===== src/rtl/cpu_controller_hs.sv =====
// Multicycle control FSM for the 16-bit datapath with ready/ack memory handshake,
// wait-state timeout, illegal-opcode trap and conditional jump/branch resolution.
module cpu_controller_hs #(
  parameter int WIDTH       = 16,
  parameter int REGBITS     = 4,
  parameter int MEM_TIMEOUT = 16
) (
  input  logic               clk,
  input  logic               reset,
  input  logic [15:0]        mem_rdata,
  input  logic               mem_ack,
  input  logic               cond_true,
  output logic               mem_req,
  output logic               mem_we,
  output logic               mem_addr_sel,
  output logic [REGBITS-1:0] reg_a,
  output logic [REGBITS-1:0] reg_b,
  output logic [WIDTH-1:0]   immediate,
  output logic [3:0]         cond_code,
  output logic [3:0]         alu_op,
  output logic [1:0]         shift_op,
  output logic [2:0]         bus_op,
  output logic               imm_mux,
  output logic               reg_write,
  output logic               flag_write,
  output logic               pc_add,
  output logic               pc_jump,
  output logic               pc_branch,
  output logic               illegal,
  output logic               bus_err
);

  typedef enum logic [2:0] {S_FETCH, S_RETRY, S_DECODE, S_EXEC, S_MEM, S_LINK, S_BRANCH} state_t;
  typedef enum logic [2:0] {K_ALU, K_LOAD, K_STOR, K_JAL, K_JCOND, K_BCOND, K_ILL} kind_t;

  localparam int CW = $clog2(MEM_TIMEOUT + 2);
  localparam logic [CW-1:0] TO_V = CW'(MEM_TIMEOUT);

  state_t          state;
  kind_t           kind_q, d_kind;
  logic [15:0]     ir;
  logic [CW-1:0]   cnt;
  logic [3:0]      alu_q, d_alu, a_op, code, op_hi, ext, d_cond;
  logic [2:0]      bus_q, d_bus, a_bus;
  logic            immx_q, rw_q, fw_q, d_immx, d_rw, d_fw, a_ok, a_rw, a_fw, tmo;
  logic [WIDTH-1:0] d_imm, sext8, zext8, sext5;

  assign op_hi    = ir[15:12];
  assign ext      = ir[7:4];
  assign sext8    = {{(WIDTH-8){ir[7]}}, ir[7:0]};
  assign zext8    = {{(WIDTH-8){1'b0}}, ir[7:0]};
  assign sext5    = {{(WIDTH-5){ir[4]}}, ir[4:0]};
  assign tmo      = (MEM_TIMEOUT != 0) && (cnt == TO_V);
  assign shift_op = 2'b00;

  // R-type carries the ALU code in ext, I-type carries the same code in op_hi.
  always_comb begin
    code  = (op_hi == 4'h0) ? ext : op_hi;
    a_ok  = 1'b1;
    a_op  = 4'h0;
    a_bus = 3'b000;
    a_rw  = (code != 4'hB);
    a_fw  = 1'b1;
    case (code)
      4'h5: ;
      4'h9, 4'hB: a_op = 4'h8;
      4'h1, 4'h2, 4'h3: a_op = code;
      4'hD: begin a_bus = 3'b010; a_fw = 1'b0; end
      default: a_ok = 1'b0;
    endcase
    d_kind = K_ILL; d_alu = 4'h0; d_bus = 3'b000; d_immx = 1'b0;
    d_rw = 1'b0; d_fw = 1'b0; d_imm = '0; d_cond = 4'h0;
    if (a_ok) begin
      d_kind = K_ALU; d_alu = a_op; d_bus = a_bus; d_rw = a_rw; d_fw = a_fw;
      if (op_hi != 4'h0) begin
        d_immx = 1'b1;
        d_imm  = (code == 4'h5 || code == 4'h9 || code == 4'hB) ? sext8 : zext8;
      end
    end else begin
      case (op_hi)
        4'h8: if (ext == 4'h4) begin
                d_kind = K_ALU; d_bus = 3'b001; d_rw = 1'b1;
              end else if (ext[3:1] == 3'b000) begin
                d_kind = K_ALU; d_bus = 3'b001; d_rw = 1'b1; d_immx = 1'b1; d_imm = sext5;
              end
        4'hF: begin d_kind = K_ALU; d_bus = 3'b101; d_rw = 1'b1; d_imm = zext8; end
        4'h4: case (ext)
                4'h0: d_kind = K_LOAD;
                4'h4: d_kind = K_STOR;
                4'h8: d_kind = K_JAL;
                4'hC: begin d_kind = K_JCOND; d_cond = ir[11:8]; end
                default: ;
              endcase
        4'hC: begin d_kind = K_BCOND; d_imm = sext8; d_cond = ir[11:8]; end
        default: ;
      endcase
    end
  end

  always_ff @(posedge clk or posedge reset) begin
    if (reset) begin
      state <= S_FETCH; ir <= '0; cnt <= '0; kind_q <= K_ALU;
      alu_q <= '0; bus_q <= '0; immx_q <= 1'b0; rw_q <= 1'b0; fw_q <= 1'b0;
      reg_a <= '0; reg_b <= '0; immediate <= '0; cond_code <= '0;
    end else begin
      case (state)
        S_FETCH:
          if (mem_ack) begin ir <= mem_rdata; cnt <= '0; state <= S_DECODE; end
          else if (tmo) begin cnt <= '0; state <= S_RETRY; end
          else cnt <= cnt + 1'b1;
        S_RETRY: state <= S_FETCH;
        S_DECODE: begin
          kind_q <= d_kind; alu_q <= d_alu; bus_q <= d_bus; immx_q <= d_immx;
          rw_q <= d_rw; fw_q <= d_fw; immediate <= d_imm; cond_code <= d_cond;
          reg_a <= ir[REGBITS-1:0]; reg_b <= ir[8 +: REGBITS];
          case (d_kind)
            K_ALU:           state <= S_EXEC;
            K_LOAD, K_STOR:  state <= S_MEM;
            K_JAL:           state <= S_LINK;
            K_JCOND, K_BCOND: state <= S_BRANCH;
            default:         state <= S_FETCH;
          endcase
        end
        S_EXEC: state <= S_FETCH;
        S_MEM:
          if (mem_ack || tmo) begin cnt <= '0; state <= S_FETCH; end
          else cnt <= cnt + 1'b1;
        S_LINK:   state <= S_BRANCH;
        S_BRANCH: state <= S_FETCH;
        default:  state <= S_FETCH;
      endcase
    end
  end

  // Strobes are decoded from the registered state; held low throughout reset.
  always_comb begin
    mem_req = 1'b0; mem_we = 1'b0; mem_addr_sel = 1'b0; alu_op = 4'h0; bus_op = 3'b000;
    imm_mux = 1'b0; reg_write = 1'b0; flag_write = 1'b0; pc_add = 1'b0; pc_jump = 1'b0;
    pc_branch = 1'b0; illegal = 1'b0; bus_err = 1'b0;
    if (!reset) begin
      case (state)
        S_FETCH: begin mem_req = 1'b1; bus_err = !mem_ack && tmo; end
        S_DECODE: if (d_kind == K_ILL) begin illegal = 1'b1; pc_add = 1'b1; end
        S_EXEC: begin
          reg_write = rw_q; flag_write = fw_q; pc_add = 1'b1;
          alu_op = alu_q; bus_op = bus_q; imm_mux = immx_q;
        end
        S_MEM: begin
          mem_req = 1'b1; mem_addr_sel = 1'b1; mem_we = (kind_q == K_STOR);
          if (mem_ack) begin
            pc_add = 1'b1;
            if (kind_q == K_LOAD) begin reg_write = 1'b1; bus_op = 3'b011; end
          end else if (tmo) begin
            bus_err = 1'b1; pc_add = 1'b1;
          end
        end
        S_LINK: begin reg_write = 1'b1; bus_op = 3'b100; end
        S_BRANCH:
          if (kind_q == K_JAL || cond_true) begin
            if (kind_q == K_BCOND) begin pc_branch = 1'b1; imm_mux = 1'b1; end
            else pc_jump = 1'b1;
          end else pc_add = 1'b1;
        default: ;
      endcase
    end
  end

endmodule

===== config.mk =====
export PLATFORM = sky130hd
export DESIGN_NAME = cpu_controller_hs
export DESIGN_NICKNAME = d
export VERILOG_FILES = /design/src/rtl/cpu_controller_hs.sv
export SDC_FILE = /design/constraint.sdc
export NUM_CORES = 1
export LEC_CHECK = 0
export ABC_AREA = 1
export ABC_CLOCK_PERIOD_IN_PS = 5780
export CORE_ASPECT_RATIO = 1.5
export CORE_MARGIN = 2
export CORE_UTILIZATION = 32
export DETAILED_ROUTE_END_ITERATION = 6
export GPL_ROUTABILITY_DRIVEN = 0
export HOLD_SLACK_MARGIN = 0.06
export PLACE_DENSITY_LB_ADDON = 0.15
export SLEW_MARGIN = 5
export SYNTH_ARGS = -nofsm -noshare
export SYNTH_HDL_FRONTEND = slang
export SYNTH_SLANG_ARGS = --single-unit

===== constraint.sdc =====
create_clock -name clk -period 5.78 [get_ports clk]
set_clock_uncertainty 0.2 [all_clocks]
set_input_delay 1.156 -clock clk [delete_from_list [all_inputs] [get_ports clk]]
set_output_delay 1.156 -clock clk [all_outputs]
set_load 0.03 [all_outputs]

=== After elaboration in Yosys (flattened, before gate mapping) ===
Index checks and enable logic that the tools add are counted.

* Bits in latches: 0
* Memory bits (writable): 0
* Output and inout port bits: 48
* Register bits: 65
* Memories: 0
* Word-level logic and storage cells: 149
* Input port bits: 20
* Memory bits (read-only): 0

* Divide/modulo/power cells: 0
* Reductions and logical operators: 21
* Multiply operators: 0
* Mux-type cells: 81
* Eq/ne operators: 33
* $add $sub $neg: 1
* Shifts and indexed selects: 0
* $lt $le $gt $ge: 0
* Bitwise operators: 0

{| class="wikitable"
|+ Operators by type and width
! operator !! number
|-
| $mux W16 || 5
|-
| $pmux W16 S3 || 1
|-
| $pmux W3 S4 || 4
|-
| $mux W1 || 41
|-
| $eq A4 B4 Y1 const B || 8
|-
| $mux W3 || 8
|-
| $mux W4 || 6
|-
| $eq A3 B3 Y1 const B || 7
|-
| $eq A3 B2 Y1 const B || 6
|-
| $pmux W4 S2 || 2
|-
| $mux W5 || 3
|-
| $eq A4 B3 Y1 const B || 3
|-
| $pmux W5 S2 || 1
|-
| $logic_not A3 Y1 || 3
|-
| $pmux W3 S3 || 1
|-
| $eq A4 B2 Y1 const B || 2
|-
| $logic_not A4 Y1 || 2
|-
| $reduce_or A2 Y1 || 4
|-
| $reduce_or A7 Y1 || 1
|-
| $eq A3 B1 Y1 const B || 2
|-
| $mux W2 || 3
|-
| $pmux W1 S2 || 3
|-
| $pmux W3 S2 || 1
|-
| $add A5 B1 Y5 const B || 1
|-
| 14 further kinds || 18
|}

=== Logic depth before layout (Yosys ltp) ===
* Depth in word-level cells: 10
* Depth in mapped cells: 12
* Mapped depth without buffers: 12

=== Worst setup path before layout ===
No wires, ideal clock.

* Path type: input to output
* From: in reset
* To: out pc_jump
* Path buffers: 0
* Cell stages on the path: 3
* Data arrival time: 3.260 ns
* Required time: 4.424 ns
* Path slack: 1.164 ns
* Cell sequence: inv_1 > nand2_1 > nor3_1

* Longest elaborated chain between the ends: 1

{| class="wikitable"
|+ RTL lines
! element !! line !! text
|-
| start, declared || 9 || <nowiki>input logic reset,</nowiki>
|-
| $mux W1 || 140 || <nowiki>if (!reset) begin</nowiki>
|-
| end, declared || 27 || <nowiki>output logic pc_jump,</nowiki>
|}

Every way passes these cells.

=== Worst setup path after layout ===
* From: in mem_ack
* To: out reg_write

* Longest elaborated chain between the ends: 3

{| class="wikitable"
|+ RTL lines
! element !! line !! text
|-
| start, declared || 11 || <nowiki>input logic mem_ack,</nowiki>
|-
| $mux W1 || 150 || <nowiki>if (mem_ack) begin</nowiki>
|-
| $pmux W1 S3 || 141 || <nowiki>case (state)</nowiki>
|-
| $mux W1 || 140 ||
|-
| end, declared || 24 || <nowiki>output logic reg_write,</nowiki>
|}

Every way passes these cells.

==> impl_metrics.toml <==
[yosys]
synthFlopType = "dfrtp_1"
synth-warning-count = 0
synth_compound_area_share_pct = 9.70
synth_top_area_share_pct = 49.6
synth_edf_count = 0
yosysTopAreaCell = "dfrtp_1"
synth.top_cells.by_count = "nand2_1 (82), dfrtp_1 (58), inv_1 (40), nor2_1 (40), nand3_1 (26)"
synth_seq_cells = 58
synth_cell_type_count = 30
synth-xor-area-share_pct = 0.299
synthMuxAreaShare_pct = 3.46
synth_async_sr_flop_share_pct = 100
synth_fa_ha_area_share_pct = 0.855
syn_avg_cell_area_sq_um = 8.11
synth_top_family_by_area = "simple AND/OR/NAND/NOR gates"
yosys.area_share.simple_pct = 26.9
synth_seq_area_share_pct = 49.6
yosysMostFrequentCell = "nand2_1"
ys_top_cells_by_area = "dfrtp_1 (50%), nand2_1 (11%), inv_1 (5.1%)"
synthCells = 361
syn_area_sq_mm = 0.00293

[setup_path]
r2r_slack_ns = 3.46
path_max_fanout = 4
arrival_ns = 3.17
r2r_cells = 5
crit_path_frequent_cell = "inv_1"
critPathRequiredTime_ns = 4.42
worstReg2RegStart = "state[0]"
worstSetupEndpointType = "output pin"
crit_family = "buffers and inverters"
cp_cell_sequence = "clkdlybuf4s50_1, inv_1, nor4_1, inv_1, nand3_1, nand2_1, inv_1, clkdlybuf4s50_1"
path_buf_inv = 5
criticalPathCategory = "in -> out"
critPathLaunch = "mem_ack"
critPathMaxStageDelay_ns = 0.66
reg2reg_to = "ir[0]"
worstSetupStartpointType = "input pin"
crit_slowest_cell = "clkdlybuf4s50_1"

[clocking]
cts_tree = "done"
clk_pin_slew_worst_paths_ns = 0.05
clock-sinks = 58
clkLatencyLatePin_ns = 0.33
htreeDepth = 3
cts_hold_buf = 0
post-cts-setup-buffer-count = 0
cts_made_buffers = 9
cts_resized = 0
cts_max_path_buffers = 2
cts-root-buf = "clkbuf_16"

[cells_and_area]
fin_nets = 446
final_cells = 538
area_delta_synth_final_pct = 33.7
fillers = 894
diodes = 0
drive_above_1_share_pct = 10.5

[detailed_routing]
wl_um = 6980
wl_per_cell_um = 13.0
initialDrtViolationCount = 138
viasPerCell = 4.69
vias = 2523
drc = 0
drtAntennaViolNets = 0
drt_pre_antenna_iters = 4

[power]
ir_worst_vdd_v = 0.000197
power_frac_clock_pct = 20.9
pwr-share-seq_pct = 30.9
power_density_mw_per_mm2 = 589
p_leak_nw = 1.80
p_int_mw = 1.31
total_power_mw = 2.30
switching_share_pct = 43.3
p_comb_share_pct = 48.2
netSwitchingPower_uw = 998

[outcome]
status = "finished, final reports clean"

[sta]
fmax_ghz = 0.221
finalCriticalPeriod_ns = 4.52
finalCritPeriodShare_pct = 78.3
rsz0062_at_grt = "no"
slew_violations = 0
tns_ns = 0
worst_slew_pin_slew_ns = 0.945
final_hold_viol_count = 0
setup_violations = 0
slew_headroom_pct = 36.8

[global_route]
grt_pass1_vias = 2441
antenna_found_initial = 0
grt_pass1_wl_um = 11700
grt.total_usage_pct = 15.7
grt_start_max_net_pins = 44
overflow = 0

[flow_run]
max_cap_violations = 0

[hold_path]
min_from = "reg_a[3]"
hold_path_end = "reg_a[3]"
holdPathStages = 2
hold_path.class = "reg -> reg"

[floorplanning]
die_x_um = 82.1
ioPinCount = 68
initial_core_util_pct = 33.0
row_count = 42
design.die.area_sq_mm = 0.00995
die_h_um = 121
fp.coreArea_sq_mm = 0.00888

[place]
port_buffers = 65
hpwl_um = 5160
dp.cells = 523
==> power groups by stage <==
stage | Clock [mW] | Combinational (mW) | Sequential, mW
6_report | 0.481 | 1.11 | 0.711
3_3_place_gp | 0 | 1.12 | 0.712
3_5_place_dp | 0 | 1.13 | 0.719
4_1_cts | 0.492 | 1.13 | 0.712
5_1_grt | 0.514 | 1.24 | 0.734
2_1_floorplan | 0 | 0.693 | 0.810
==> metal layers <==
metal / routed length [um] / global-route usage [%]
met1: 2940 / 19.1
met2: 3630 / 25.4
met3: 243 / 3.27
met4: 172 / 8.75
met5: 0 / 0
==> worst max-delay path by stage <==
stage / depth (start not counted) / to
6_report: 8 / reg_write
5_1_grt: 8 / reg_write
4_1_cts: 8 / reg_write
3_5_place_dp: 8 / reg_write
3_3_place_gp: 8 / reg_write
2_1_floorplan: 3 / pc_jump
==> per-stage QoR <==
step,hold WS (ns),utilization [%],setup slack (ns),cell area [sq um]
floorplan,0.249,-,1.16,2930
global placement,0.255,41.0,1.25,3640
detailed placement,0.260,41.0,1.24,3640
CTS,0.271,44.1,1.23,3910
global route,0.293,44.1,1.10,3910
finish,0.265,44.1,1.26,3910
==> registers in the layout (all words and copies together), names as in the netlist <==
name and count:
fw_q 1, state 3, kind_q 3, reg_b 4, immediate 9, immx_q 1
ir 16, rw_q 1, bus_q 3, cond_code 4, reg_a 4, cnt 5
alu_q 4
==> cell type report <==
type,count,area [sq um],share of cell area (%)
tap,110,138,3.52
multi-input combinational,243,1210,31.0
timing repair buffer,68,673,17.2
clock buffer,13,260,6.65
sequential,58,1450,37.1
inverter,44,165,4.22
clock inverter,2,12.5,0.320
==> kinds of logic after synthesis <==
logic type               count (synthesis)
other                                    1
multiplexers                             9
AND/OR/NAND/NOR                        175
flip-flops                              58
adder cells (fa/ha/maj)                  2
buffers and inverters                   61
AO/OA/AOI/OAI                           54
XOR/XNOR                                 1
==> placed cells by master (no fill, tap or decap), types with 4 or more instances in the layout <==
cell type | synthesis | routed
nor3_1 | 5 | 5
nor2_2 | 4 | 4
o21ai_1 | 11 | 11
nor2_1 | 40 | 40
nand2_1 | 82 | 82
a31oi_1 | 4 | 4
mux2_2 | 9 | 9
o21ai_0 | 14 | 14
nand2_2 | 4 | 4
clkbuf_16 | 0 | 9
clkdlybuf4s50_1 | 0 | 65
nand4_1 | 4 | 4
a21oi_1 | 20 | 20
dfrtp_1 | 58 | 58
inv_2 | 4 | 5
nand3_1 | 26 | 26
inv_1 | 40 | 39
==> worst register-to-register path, stage by stage, from the launching register on <==
cell     delay (ns)
dfrtp_1        0.38
nor2_1         0.21
inv_1          0.17
nor2_1         0.17
nand2_1        0.56
mux2_2         0.51
No activity file was read; power rests on OpenSTA's default activity.
